<file path="src/rtl/countdown_timer.sv">
// countdown_timer: loadable down-counter with a start/ack handshake.
// It reports terminal count and has an optional periodic auto-reload mode.
// Define COUNTDOWN_TIMER_PAUSE_EN to add a pause input.
// While pause is high in RUN, counting is frozen.
module countdown_timer #(
    parameter int               WIDTH = 4,
    parameter logic [WIDTH-1:0] MAX   = WIDTH'(10)
) (
    input  logic             clk,
    input  logic             rst,
    input  logic             start,
    input  logic [WIDTH-1:0] load_val,
    input  logic             auto_reload,
    input  logic             stop,
    input  logic             ack,
`ifdef COUNTDOWN_TIMER_PAUSE_EN
    input  logic             pause,
`endif
    output logic [WIDTH-1:0] cnt,
    output logic             busy,
    output logic             tc,
    output logic             done
);

    typedef enum logic [1:0] {
        IDLE = 2'd0,
        RUN  = 2'd1,
        DONE = 2'd2
    } state_t;

    state_t           state_q, state_d;
    logic [WIDTH-1:0] cnt_q, cnt_d;
    logic [WIDTH-1:0] reload_q, reload_d;
    logic             mode_q, mode_d;
    logic [WIDTH-1:0] loadClamped;
    logic             pauseActive;

    // Out-of-range load values saturate at MAX instead of being truncated.
    assign loadClamped = (load_val > MAX) ? MAX : load_val;

`ifdef COUNTDOWN_TIMER_PAUSE_EN
    assign pauseActive = pause;
`else
    assign pauseActive = 1'b0;
`endif

    // State, count, latched reload value and mode; all are cleared at once by rst.
    always_ff @(posedge clk or posedge rst) begin
        if (rst) begin
            state_q  <= IDLE;
            cnt_q    <= '0;
            reload_q <= '0;
            mode_q   <= 1'b0;
        end else begin
            state_q  <= state_d;
            cnt_q    <= cnt_d;
            reload_q <= reload_d;
            mode_q   <= mode_d;
        end
    end

    // Next-state logic: stop beats pause, and pause beats reload and DONE.
    // A zero count in RUN is always resolved before the count could wrap.
    always_comb begin
        state_d  = state_q;
        cnt_d    = cnt_q;
        reload_d = reload_q;
        mode_d   = mode_q;
        case (state_q)
            IDLE: begin
                if (start) begin
                    cnt_d    = loadClamped;
                    reload_d = loadClamped;
                    mode_d   = auto_reload;
                    state_d  = RUN;
                end
            end
            RUN: begin
                if (stop) begin
                    cnt_d   = '0;
                    state_d = IDLE;
                end else if (!pauseActive) begin
                    if (cnt_q != '0) begin
                        cnt_d = cnt_q - WIDTH'(1);
                    end else if (mode_q) begin
                        cnt_d = reload_q;
                    end else begin
                        state_d = DONE;
                    end
                end
            end
            DONE: begin
                if (ack) begin
                    if (start) begin
                        cnt_d    = loadClamped;
                        reload_d = loadClamped;
                        mode_d   = auto_reload;
                        state_d  = RUN;
                    end else begin
                        state_d = IDLE;
                    end
                end
            end
            default: begin
                state_d = IDLE;
                cnt_d   = '0;
            end
        endcase
    end

    // Outputs are decoded from registered state only.
    // As a result, tc stays one continuous pulse even across a pause.
    assign cnt  = cnt_q;
    assign busy = (state_q == RUN);
    assign done = (state_q == DONE);
    assign tc   = (state_q == RUN) && (cnt_q == '0);

endmodule

</file>
<file path="config.mk">
export PLATFORM = sky130hd
export DESIGN_NAME = countdown_timer
export DESIGN_NICKNAME = d
export VERILOG_FILES = /design/src/rtl/countdown_timer.sv
export SDC_FILE = /design/constraint.sdc
export NUM_CORES = 1
export LEC_CHECK = 0
export BUFFER_PORTS_ARGS = -buffer_cell sky130_fd_sc_hd__clkbuf_2
export CAP_MARGIN = 20
export CORE_MARGIN = 8
export CORE_UTILIZATION = 44
export CTS_CLUSTER_DIAMETER = 40
export CTS_CLUSTER_SIZE = 24
export DETAILED_ROUTE_END_ITERATION = 8
export PLACE_DENSITY = 0.71
export SYNTH_ARGS = -nofsm -noshare
export SYNTH_HDL_FRONTEND = slang
export SYNTH_SLANG_ARGS = --single-unit
</file>
<file path="constraint.sdc">
create_clock -name clk -period 1.88 [get_ports clk]
set_clock_uncertainty 0.15 [all_clocks]
set_input_delay 0.376 -clock clk [delete_from_list [all_inputs] [get_ports clk]]
set_output_delay 0.376 -clock clk [all_outputs]
set_load 0.05 [all_outputs]
</file>
# Word level (Yosys, flattened, before mapping)

Cells that the tools add are included.

Add/sub/neg operators: 1
Multipliers: 0
Div/mod/pow operators: 0
$lt $le $gt $ge: 1
Eq/ne operators: 7
Shifts and indexed selects: 0
Muxes and demuxes: 20
Bitwise logic cells: 0
Reductions and logical operators: 8

Operators with widths:

| operator                                                                | number |
|---|---|
| 4-bit two-way mux                                                       | 8 |
| 4-bit case mux with 3 select lines                                      | 1 |
| 2-bit two-way mux                                                       | 5 |
| 4-bit case mux with 2 select lines                                      | 1 |
| 3-bit inequality test, second input constant                            | 2 |
| 2-bit case mux with 3 select lines                                      | 1 |
| 4-bit > comparator, second input constant                               | 1 |
| 4-bit logical NOT                                                       | 1 |
| 2-bit inequality test, second input constant                            | 2 |
| 4-bit by 2-bit inequality test with 1-bit output, second input constant | 1 |
| 2-bit AND reduction                                                     | 2 |
| 4-bit AND reduction                                                     | 1 |
| 4-bit nonzero test                                                      | 1 |
| 4-bit by 1-bit subtractor with 4-bit output, second input constant      | 1 |
| 1-bit two-way mux                                                       | 3 |
| 2-bit by 1-bit equality test with 1-bit output, second input constant   | 1 |
| 2-bit equality test, second input constant                              | 1 |
| 2-bit logical NOT                                                       | 1 |
| 1-bit case mux with 2 select lines                                      | 1 |
| 2-bit nonzero test                                                      | 1 |
| 1-bit logical AND                                                       | 1 |

Register bits after elaboration: 11
Bits in latches: 0
RAM bits: 0
Memory bits (read-only): 0
Bits of input ports: 10
Output and inout port bits: 7
Logic and storage cells: 41
Memories: 0

# Depth between registers and ports, before layout

Depth after elaboration: 5
Mapped depth: 7
Depth with buffers taken out: 6

# Worst setup path after synthesis

Ideal clock, no wire load.

Path type: flip-flop to output port
Start point: register cnt_q[0] (netlist: cnt[0])
End point: output port tc
Arrival: 2.092 ns
Required time: 1.354 ns
Setup slack: -0.738 ns
Cell stages (with the launch flop): 6
Buffers on the path: 1
Cell sequence: dfrtp_1 > inv_1 > ha_1 > or3b_1 > buf_2 > nor2_1

Word-level cells in the longest chain between the ends: 2

RTL lines:

| what                   | line | source |
|---|---|---|
| from (decl)            | 32   | `logic [WIDTH-1:0] cnt_q, cnt_d;` |
| from (signal assigned) | 56   | `cnt_q <= cnt_d;` |
| 4-bit logical NOT      | 116  | `assign tc = (state_q == RUN) && (cnt_q == '0);` |
| 1-bit logical AND      | 116  |  |
| to (decl)              | 21   | `output logic tc,` |

No other way between the ends.

# Final worst setup path

Start point: register cnt_q[1] (netlist: cnt[1])
End point: output port tc

Same word-level chain as after synthesis.

==> results.md <==
* Status: complete, but fails checks
* Failing checks: setup timing
* Area leader, netlist: dfrtp_1
* Ranking of synthesized cells by area: dfrtp_1 42%, o21ai_0 9.3%, mux2_2 8.7%
* Max Cap Violations at 0
* Nets@finish at 112
* CP endpoint kind: output pin
* Iter 0 DRT Violations at 22
* Final setup viols at 2
* Placed Cells incl. Taps at 107
* Worst Path Arrival at 1.52 ns
* Sequential share of power at 28.0%
* Register area share after synthesis at 42.5%
* Internal power at 0.870 mW
* Routed wl met3 at 73 um
* Max Freq at 488 MHz
* Unrepaired setup endpoints after global routing: true
* RePlAce Congestion at 0.861
* Static Leakage at 0.422 nW
* Library cells used by synthesis at 24
* Critical Path RT at 1.35 ns
* CTS sink cnt at 11
* CTS clock-pin slew for the worst setup and hold paths at 0.07 ns
* Largest net degree at the start of global routing at 12
* Routed len/inst at 13.2 um
* Post-route core utilization at 62.3%
* GRT Total Usage at 11.1%
* FP Rows at 14
* Syn_area_per_cell at 9.26 um^2
* GR Overflow Total at 0
* DR vias/cell at 5.26
* Antenna-violating nets left at 0
* Final worst setup slack at -0.170 ns
* TritonRoute pass-1 iters at 4
* Initial antenna violation count at 0
* DRT Wirelength at 1520 um
* NetSw at 0.749 mW
* Die area at 2960 um^2
* Kind of critical path: register to output pin
* Max Transition Viols Final at 0
* VDD IR max at 0.000819 V
* Dpl ws at -0.0185 ns
* Die span in x at 54.4 um
* Post-synth top area share at 42.5%
* Mapped Nets at 82
* Hold Crit Class: input port to register
* Final instance area at 895 um^2
* Port bufs at 16
* CTS max path bufs at 2
* Layout cell share with drive strength beyond 1 at 44.4%
* Worst-path maximum fanout at 3
* Worst slew pin tran at 0.411 ns
* Clock share of power at 9.6%
* Commonest cells after routing, fill and taps aside: 15 x clkbuf_2, 11 x o21ai_0, 10 x buf_4, 8 x dfrtp_1
* Root buf cell: clkbuf_4
* Final Hold Violating Endpoints at 0
* # fillers at 136
* Drt drc at 0
* TritonCTS clock tree: built
* # diodes at 0
* Met1 WL at 632 um
* Mapped Area at 648 um^2
* Area of the multi-input gates at 363 um^2
* Flops & latches, synth at 11
* Most common cell after layout, fill and taps aside: clkbuf_2
* IO Count at 17
* Slew Limit Headroom at 72.3%
* Cell Pwr Density at 1810 nW/um^2
* First-pass GRT wire length at 2480 um
* Type of origin of the critical path: register
* Final cycle utilization of the critical path at 109%
* Non-Filler Instances at 115
* Worst skew pair latency at 0.26 ns
* DP Area at 828 um^2
* Top Metal Used: met4
* TritonCTS buffer count at 3
* Gate power share at 62.3%
* Met2 wire length at 798 um
* Die Y-Extent at 54.4 um
* Ys Warns at 0
* Gate Count Post-Synth at 70
* Initial Utilization at 45.1%
* Final critical-path required period at 2.05 ns
* Number of global-route vias before repair at 613
* Area delta synth->final at 38.0%
* FF+latch area at 279 um^2
* Sw Ratio at 46.3%
* Core Region at 1440 um^2
* Hpwl dp at 1210 um
* H-tree lvl count at 1
* Via count at 605
==> path summary, 6_finish.rpt <==
check	cells after the start	slack, ns	to	start
worst min-delay path	2	0.17	state_q[1]	ack
worst max register to register	7	-0.06	cnt[0]	cnt[1]
worst min register to register	1	0.37	reload_q[1]	reload_q[1]
max in group asynchronous	3	0.79	cnt[1]	rst
min in group asynchronous	3	0.47	reload_q[2]	rst
worst max-delay path	5	-0.17	tc	cnt[1]
==> cells by family (layout without fill, tap and decap cells) <==
group / count (synthesis) / after routing / synth area share, %
mux: 7 / 7 / 11.8
simple gates: 19 / 19 / 15.8
flops: 11 / 11 / 42.5
fa+ha+maj: 2 / 2 / 3.86
compound gates: 22 / 22 / 20.5
buf+inv: 9 / 38 / 5.60
==> critical path, stage by stage (launching register included) <==
cell	delay (ns)
dfrtp_2	0.41
inv_2	0.08
ha_4	0.13
or3b_4	0.40
nor2_4	0.11
buf_12	0.14
==> registers in the layout, summed over array words and instances, names as in the netlist <==
register	cells
cnt	4
mode_q	1
state_q	2
reload_q	4
==> layout make-up <==
| type | instances | share of cell area (%) |
|---|---|---|
| flip-flops and latches | 11 | 31.2 |
| clock buffers | 4 | 2.94 |
| multi-input cells | 50 | 40.6 |
| repair buffers | 27 | 20.1 |
| well taps | 16 | 2.24 |
| inverters | 7 | 2.94 |
==> layer usage <==
| layer | vias up | global-route usage, % |
|---|---|---|
| met3 | 2 | 1.63 |
| li1 | 305 | - |
| met4 | 0 | 4.92 |
| met5 | - | 0 |
| met2 | 14 | 19.8 |
| met1 | 284 | 12.7 |
==> per-stage QoR <==
stage          total power, mW  hold slack [ns]  TNS [ns]
2_1_floorplan             1.11           0.0783    -0.315
3_3_place_gp              1.37            0.217         0
3_5_place_dp              1.39            0.218   -0.0185
4_1_cts                   1.61            0.162    -0.237
5_1_grt                   1.74            0.176    -0.366
6_report                  1.62            0.170    -0.230
==> power groups by stage <==
stage          combinational [mW]  sequential, mW  clock [mW]
2_1_floorplan               0.546           0.567           0
3_3_place_gp                0.922           0.448           0
3_5_place_dp                0.940           0.448           0
4_1_cts                     0.996           0.445       0.164
5_1_grt                      1.10           0.468       0.172
6_report                     1.01           0.454       0.156
==> cell usage after synthesis <==
| cell | n |
|---|---|
| o211ai_1 | 1 |
| nor2b_1 | 3 |
| nor2_1 | 5 |
| a211o_1 | 1 |
| o311ai_1 | 1 |
| dfrtp_1 | 11 |
| a21o_1 | 1 |
| a2bb2oi_1 | 1 |
| o31ai_1 | 1 |
| nor3_2 | 1 |
| or3b_1 | 1 |
| ha_1 | 2 |
| nor3_1 | 1 |
| a21oi_1 | 1 |
| mux2i_1 | 2 |
| nand2_1 | 3 |
| buf_2 | 2 |
| nand3_1 | 1 |
| inv_1 | 7 |
| mux2_2 | 5 |
| nand2b_1 | 3 |
| or3_1 | 1 |
| o22ai_1 | 3 |
| o21ai_0 | 12 |
==> timing repair <==
action,CTS,global route
buffers inserted,2,1
endpoints found under the hold margin,11,0
pin swaps,1,1
gates resized for setup,2,2
endpoints found under the setup margin,2,6
hold buffers,1,0
Power figures use the tool's default switching activity.
